## config.mk

```make
export PLATFORM = sky130hd
export DESIGN_NAME = data_cache_2way
export DESIGN_NICKNAME = d
export VERILOG_FILES = /design/src/rtl/data_cache_2way.sv
export SDC_FILE = /design/constraint.sdc
export NUM_CORES = 1
export LEC_CHECK = 0
export CORE_MARGIN = 2
export CORE_UTILIZATION = 60
export DETAILED_ROUTE_END_ITERATION = 12
export HOLD_SLACK_MARGIN = 0.05
export PLACE_DENSITY = 0.93
export SLEW_MARGIN = 10
export SYNTH_ARGS = -nofsm -noshare
export SYNTH_HDL_FRONTEND = slang
export SYNTH_SLANG_ARGS = --single-unit
```

## constraint.sdc

```tcl
create_clock -name clk -period 5 [get_ports clk]
set_clock_uncertainty 0.2 [all_clocks]
set_input_delay 1 -clock clk [delete_from_list [all_inputs] [get_ports clk]]
set_output_delay 1 -clock clk [all_outputs]
set_load 0.1 [all_outputs]
```

## src/rtl/data_cache_2way.sv

```systemverilog
// 2-way set-associative write-back, write-allocate data cache with per-set LRU.
// Optional hit/miss statistics outputs are enabled by defining CACHE_STATS_EN.
module data_cache_2way #(
    parameter int ADDR_W   = 8,
    parameter int DATA_W   = 8,
    parameter int OFFSET_W = 2,
    parameter int INDEX_W  = 2
) (
    input  logic                          clk,
    input  logic                          reset,
    input  logic                          read,
    input  logic                          write,
    input  logic [ADDR_W-1:0]             address,
    input  logic [DATA_W-1:0]             writedata,
    output logic [DATA_W-1:0]             readdata,
    output logic                          busywait,
    output logic                          mem_read,
    output logic                          mem_write,
    output logic [ADDR_W-OFFSET_W-1:0]    mem_address,
    output logic [(DATA_W<<OFFSET_W)-1:0] mem_writedata,
    input  logic [(DATA_W<<OFFSET_W)-1:0] mem_readdata,
    input  logic                          mem_busywait
`ifdef CACHE_STATS_EN
   ,output logic [15:0]                   hit_count,
    output logic [15:0]                   miss_count
`endif
);

    localparam int TAG_W   = ADDR_W - INDEX_W - OFFSET_W;
    localparam int BLOCK_W = DATA_W << OFFSET_W;
    localparam int SETS    = 1 << INDEX_W;

    typedef enum logic [1:0] {IDLE, WRITE_BACK, FETCH} state_t;

    state_t state, next_state;

    logic [BLOCK_W-1:0]  blk   [2][SETS];
    logic [TAG_W-1:0]    tags  [2][SETS];
    logic [SETS-1:0]     valid [2];
    logic [SETS-1:0]     dirty [2];
    logic [SETS-1:0]     lru;
    logic                victim;
    logic                refill_retry;

    logic [TAG_W-1:0]    atag;
    logic [INDEX_W-1:0]  idx;
    logic [OFFSET_W-1:0] off;
    logic                req, hit0, hit1, hit, hit_way, miss_victim, fill;

    assign atag    = address[ADDR_W-1 -: TAG_W];
    assign idx     = address[OFFSET_W +: INDEX_W];
    assign off     = address[OFFSET_W-1:0];
    assign req     = read | write;
    assign hit0    = valid[0][idx] && (tags[0][idx] == atag);
    assign hit1    = valid[1][idx] && (tags[1][idx] == atag);
    assign hit     = hit0 | hit1;
    assign hit_way = hit1;
    assign fill    = (state == FETCH) && !mem_busywait;

    // Invalid ways are filled first (way 0 preferred), otherwise the LRU way.
    assign miss_victim = !valid[0][idx] ? 1'b0 :
                         !valid[1][idx] ? 1'b1 : lru[idx];

    assign busywait = req && !((state == IDLE) && hit);

    always_comb begin
        readdata = '0;
        if (hit) readdata = blk[hit_way][idx][int'(off)*DATA_W +: DATA_W];
    end

    always_ff @(posedge clk) begin
        if (reset) state <= IDLE;
        else       state <= next_state;
    end

    always_comb begin
        next_state    = state;
        mem_read      = 1'b0;
        mem_write     = 1'b0;
        mem_address   = '0;
        mem_writedata = '0;
        case (state)
            IDLE: begin
                if (req && !hit)
                    next_state = dirty[miss_victim][idx] ? WRITE_BACK : FETCH;
            end
            WRITE_BACK: begin
                mem_write     = 1'b1;
                mem_address   = {tags[victim][idx], idx};
                mem_writedata = blk[victim][idx];
                if (!mem_busywait) next_state = FETCH;
            end
            FETCH: begin
                mem_read    = 1'b1;
                mem_address = {atag, idx};
                if (!mem_busywait) next_state = IDLE;
            end
            default: next_state = IDLE;
        endcase
    end

    always_ff @(posedge clk) begin
        if (reset) begin
            valid[0]     <= '0;
            valid[1]     <= '0;
            dirty[0]     <= '0;
            dirty[1]     <= '0;
            lru          <= '0;
            victim       <= 1'b0;
            refill_retry <= 1'b0;
        end else if (state == IDLE) begin
            refill_retry <= 1'b0;
            if (req && !hit) victim <= miss_victim;
            if (req && hit) begin
                lru[idx] <= ~hit_way;
                if (write) dirty[hit_way][idx] <= 1'b1;
            end
        end else if (fill) begin
            valid[victim][idx] <= 1'b1;
            dirty[victim][idx] <= 1'b0;
            lru[idx]           <= ~victim;
            refill_retry       <= 1'b1;
        end
    end

    // Line storage carries no reset; a reset edge simply blocks any update.
    always_ff @(posedge clk) begin
        if (!reset) begin
            if ((state == IDLE) && write && hit)
                blk[hit_way][idx][int'(off)*DATA_W +: DATA_W] <= writedata;
            if (fill) begin
                blk[victim][idx]  <= mem_readdata;
                tags[victim][idx] <= atag;
            end
        end
    end

`ifdef CACHE_STATS_EN
    // The hit that retires a request right after its fill belongs to the miss.
    always_ff @(posedge clk) begin
        if (reset) begin
            hit_count  <= '0;
            miss_count <= '0;
        end else if (state == IDLE && req) begin
            if (hit && !refill_retry && hit_count != '1) hit_count <= hit_count + 16'd1;
            if (!hit && miss_count != '1) miss_count <= miss_count + 16'd1;
        end
    end
`endif

endmodule

```

* After elaboration in Yosys (flattened, before gate mapping)
Memory sizes are Yosys's and may differ from the RTL's. A register that Yosys moved wholly into a read port is not among the register bits.
Index checks and enable logic that the tools add are counted.
** Word-level totals
- RAM bits :: 304
- Memories kept :: 4
- Register bits after elaboration :: 7
- Output and inout bits :: 49
- Logic and storage cells :: 132
** Operators by class
- Bitwise operators :: 5
- Add/subtract/negate cells :: 1
- Equality and inequality tests :: 8
- $lt $le $gt $ge :: 4
- Muxes and demuxes :: 81
- Reduce and logical (&&, ||, !) cells :: 23
- Shift operators :: 3
** Memories
- blk :: depth 2, width 128, read ports 2, clocked after memory_dff 1, write ports 1, RTL line 37 : logic [BLOCK_W-1:0] blk [2][SETS];
- tags :: depth 2, width 16, read ports 3, clocked after memory_dff 1, write ports 1, RTL line 38 : logic [TAG_W-1:0] tags [2][SETS];
- dirty :: depth 2, width 4, read ports 1, clocked after memory_dff 0, write ports 2, RTL line 40 : logic [SETS-1:0] dirty [2];
- valid :: depth 2, width 4, read ports 2, clocked after memory_dff 0, write ports 2, RTL line 39 : logic [SETS-1:0] valid [2];
** Operators with widths (count)
- 128-bit two-way mux :: 4
- 32-bit two-way mux :: 7
- 32-bit binary-select mux with 2-bit select :: 2
- 32-bit demux with 2-bit select :: 2
- 128-bit OR reduction :: 1
- 4-bit two-way mux :: 18
- 5-bit negator with 33-bit output :: 1
- 8-bit by 33-bit variable shift with 32-bit output, first input constant :: 1
- 8-bit by 33-bit variable part select with 32-bit output :: 1
- 32-bit by 6-bit variable part select with 8-bit output :: 1
- 1-bit two-way mux :: 29
- 4-bit binary-select mux with 2-bit select :: 3
- 16-bit two-way mux :: 1
- 6-bit one-hot mux with 2 select lines :: 1
- 4-bit OR reduction :: 3
- 1-bit logical AND :: 11
- 1-bit binary-select mux with 2-bit select :: 4
- 4-bit bitwise mux :: 2
- 4-bit demux with 2-bit select :: 1
- 4-bit == test :: 2
- 2-bit two-way mux :: 4
- 8-bit two-way mux :: 1
- 2-bit one-hot mux with 3 select lines :: 1
- 2-bit by 1-bit != test with 1-bit output, second input constant :: 2
- 16 further kinds :: 22

* Longest topological paths before layout
- Depth after elaboration :: 15
- Depth in mapped cells :: 10

* Least setup slack after synthesis
Ideal clock, no wire load.
- Kind :: input-to-output
- Start point :: input port address[2]
- End point :: output port readdata[1]
- Data required time :: 3800 ps
- Setup slack :: -1852 ps
- Buffers on the path :: 2
- Stages :: 8
- Data arrival time :: 5652 ps
- Path through :: buf_6 mux4_2 xor2_1 nor4_4 clkbuf_2 and3_1 a211oi_1 nor4_1
** Between the ends
- Word-level cells in the longest chain between the ends :: 12
- Elaborated cells between the ends (all ways) :: 22
- Classes of those cells :: eq/ne: 2; shift: 1; mux: 14; bitwise: 2; reduce/logical: 2; memory: 1
** Ends and longest elaborated chain
- start, declared :: RTL line 13 : input logic [ADDR_W-1:0] address,
- 2-bit NOT with 3-bit output (implied by the code) :: RTL line 54, 55, 68
- 4-bit binary-select mux with 2-bit select :: RTL line 55 : assign hit1 = valid[1][idx] && (tags[1][idx] == atag);
- 4-bit two-way mux (implied by the code) (2 in series) :: RTL line 55
- 4-bit == test :: RTL line 55
- 1-bit logical AND :: RTL line 55
- memory read 2 x 128 bit
- 32-bit binary-select mux with 2-bit select :: RTL line 68 : if (hit) readdata = blk[hit_way][idx][int'(off)*DATA_W +: DATA_W];
- 32-bit two-way mux (implied by the code) (2 in series) :: RTL line 68
- 32-bit by 6-bit variable part select with 8-bit output :: RTL line 68
- 8-bit two-way mux (*) :: RTL line 68
- end, declared :: RTL line 15 : output logic [DATA_W-1:0] readdata,
Mark *: on every way between the ends. The rest lies on a longest branch, timed or not. The select of a mux whose other input is x is not followed.

* Final worst setup path
- Start point :: input port address[2]
- End point :: output port readdata[6]
The elaborated chain is that of the path after synthesis.

==> key figures <==
Synthesis
  – Syn Inst Count: 900
  – Area share of the largest cell type after synthesis: 58.35%
  – Area contributors post-synth: edfxtp_1 58%, mux4_2 21%, mux2i_1 2.4%
  – Cell variety after synth: 47
  – Async set or reset register ratio after synthesis: 0%
  – Mapped Nets: 961
  – Ys Warns: 0
  – Most numerous cell in the Yosys netlist: edfxtp_1
  – Post-synthesis sequential area ratio: 60.45%
  – Commonest cells post-synth: 296 x edfxtp_1, 139 x mux4_2, 44 x nor2_1
  – Most used DFF post-synth: edfxtp_1
  – Syn_area_per_cell: 16.93 um^2
  – Mapped Area: 15230 um^2
  – Yosys reg bits: 312
  – Number of synthesized flops with an enable pin: 296
  – Largest area contributor in the netlist: edfxtp_1

Finish
  – Share of post-route cells with drive strength above 1: 36.13%
  – Nets: 1111
  – Fin area: 18300 um^2
  – Total of fill cells in the finished design: 1392
  – Area Overhead vs Synth: 20.11%
  – Diode count: 0

Place
  – Gpl congestion: 0.9174
  – Port bufs: 101
  – Pre-CTS WS: 0.1273 ns
  – Area of placed instances: 17240 um^2
  – Final HPWL from detailed placement: 27.33 mm

Global route
  – GR Overflow Total: 0
  – First-pass GRT wire length: 61.11 mm
  – Vias in the first global route: 9862
  – Antenna violations before repair: 0
  – Total GRT Usage: 31.43%
  – Largest net degree at the start of global routing: 121

Status
  – Status: finished clean

Drt
  – Antenna viol nets, final: 0
  – Total Wirelength: 42.40 mm
  – Post-DR wirelength/cell: 30.20 um
  – Drt first pass iters: 6
  – Met1 WL: 14.11 mm
  – Routed wire length on met2: 21.01 mm
  – Top Layer Used: met4
  – Initial drt markers: 1506
  – DRC Markers: 0
  – Vias: 10130
  – Vias per std cell: 7.217
  – Met3 WL: 5.197 mm

Floorplan
  – Die Width: 163.3 um
  – # rows: 58
  – Die Y: 163.3 um
  – Initial Util: 60.84%
  – Core Area: 25040 um^2
  – Die ar.: 26680 um^2
  – Ports: 102

Timing
  – Worst Tran Pin Value: 0.9570 ns
  – Worst setup margin: 0.06305 ns
  – Slew headroom: 36.00%
  – Fin Setup TNS: 0 ns
  – Setup violations, final: 0
  – Min Tclk post-route: 4.937 ns
  – Final Hold Viols: 0
  – Pins over their slew limit: 0
  – F_max: 202.6 MHz
  – Period utilisation layout: 98.74%

CTS
  – Clock Pin Slew Worst Setup and Hold Paths: 0.06 ns
  – CTS Buf Count: 31
  – Sink Count: 312
  – CTS root buf: clkbuf_16
  – H-tree depth: 1
  – CTS tree: yes
  – Max Root-Sink Buffers: 3
  – Worst-Skew Late Latency: 0.56 ns

Worst setup path
  – Startpoint types: input pin
  – Crit end category: output port
  – Cells along the critical path: buf_6 > mux4_2 > xor2_1 > nor4_4 > buf_12 > o2bb2ai_4 > o21ai_0 > buf_4 > nor4_4 > buf_12
  – Worst path top cell family by delay: simple AND/OR/NAND/NOR gates
  – WP buf/inv: 4
  – Req. time, crit path: 3.80 ns
  – Slowest cell delay on critical path: 0.55 ns
  – CP max-delay cell: mux4_2
  – CP max FO: 23
  – WP data arrival: 3.74 ns
  – Critical path type: input pin to output port

Hold path
  – Hold Crit Class: flip-flop to flip-flop

Flow run
  – Max-Cap Viols: 0

Power
  – Pwr Total: 5.906 mW
  – LEAKAGE: 6.208 nW
  – Pwr dens: 322.8 nW/um^2
  – Max IR drop VDD: 330.6 uV
## final timing paths
path | slack, ns | cells past startpoint | startpoint | endpoint
worst min register to register | 0.29 | 2 | valid[1][2]$_DFF_P_ | valid[1][2]$_DFF_P_
worst max register to register | 1.35 | 9 | tags[1][3]$_DFFE_PP_ | blk[1][3]$_DFFE_PP_
worst min-delay path | 0.29 | 2 | valid[1][2]$_DFF_P_ | valid[1][2]$_DFF_P_
worst max-delay path | 0.06 | 10 | address[2] | readdata[6]
## where the power goes
part	switching (mW)	total (mW)	internal, mW
sequential	0.0108	2.90	2.89
clock	0.977	2.30	1.32
combinational	0.449	0.701	0.252
## final cells by class
cell class              instances  area, um^2  share of cell area (%)
clock buffers                  42       877.1                   4.794
clock inverters                15       128.9                  0.7044
inverters                      14       52.55                  0.2872
multi-input cells             504        5893                   32.21
flip-flops and latches        312        9213                   50.35
well taps                     330       412.9                   2.257
repair buffers                187        1719                   9.396
## cell usage in the layout (no fill, tap or decap), types with 13 or more instances in the layout
cell type,count
edfxtp_1,296
mux4_2,139
buf_4,120
clkdlybuf4s50_1,51
nor2_1,43
mux2i_1,36
a22o_1,32
clkbuf_16,32
nor2b_2,29
a211oi_1,29
and3_1,26
nand2_1,21
nor3_1,20
dfxtp_1,15
inv_1,14
buf_12,13
## per-layer routing
layer	GRT usage [%]	vias up
li1	-	4031
met1	41.11	5019
met2	52.57	899
met3	6.552	183
met4	11.91	0
met5	0	-
## cells by family (layout without fill, tap and decap cells)
logic type	count (synthesis)	after routing	synth area share [%]
AOI/OAI and AO/OA	125	125	6.374
adders and majority gates	8	8	0.6571
buffers and inverters	84	258	2.398
and+or+nand+nor	184	184	6.448
xor gates and xnor gates	8	8	0.4599
DFF	312	312	60.45
muxes	179	179	23.21
## state kept, by name, summed over array words and instances (netlist names), named ones only
signal / count
state: 2
lru: 4
valid: 8
blk: 256
victim: 1
dirty: 8
tags: 32
## timing repair
action / in CTS / in global routing
gates resized for setup: 0 / 2
buffers inserted: 0 / 1
endpoints found under the setup margin: 0 / 2
hold buffers: 0 / 0
## metrics by stage
stage	instances	hold slack [ns]	utilization, %
after floorplan	900	0.2489	-
after global placement	1345	0.2548	68.87
after detailed placement	1345	0.2643	68.87
after CTS	1402	0.2820	72.88
after global routing	1404	0.3069	73.08
final	1404	0.2872	73.08
## tightest hold or removal path, stage by stage (launching register included)
cell     delay, ns
dfxtp_1       0.31
inv_1         0.05
o22ai_1       0.07
Power figures use the tool's default switching activity.
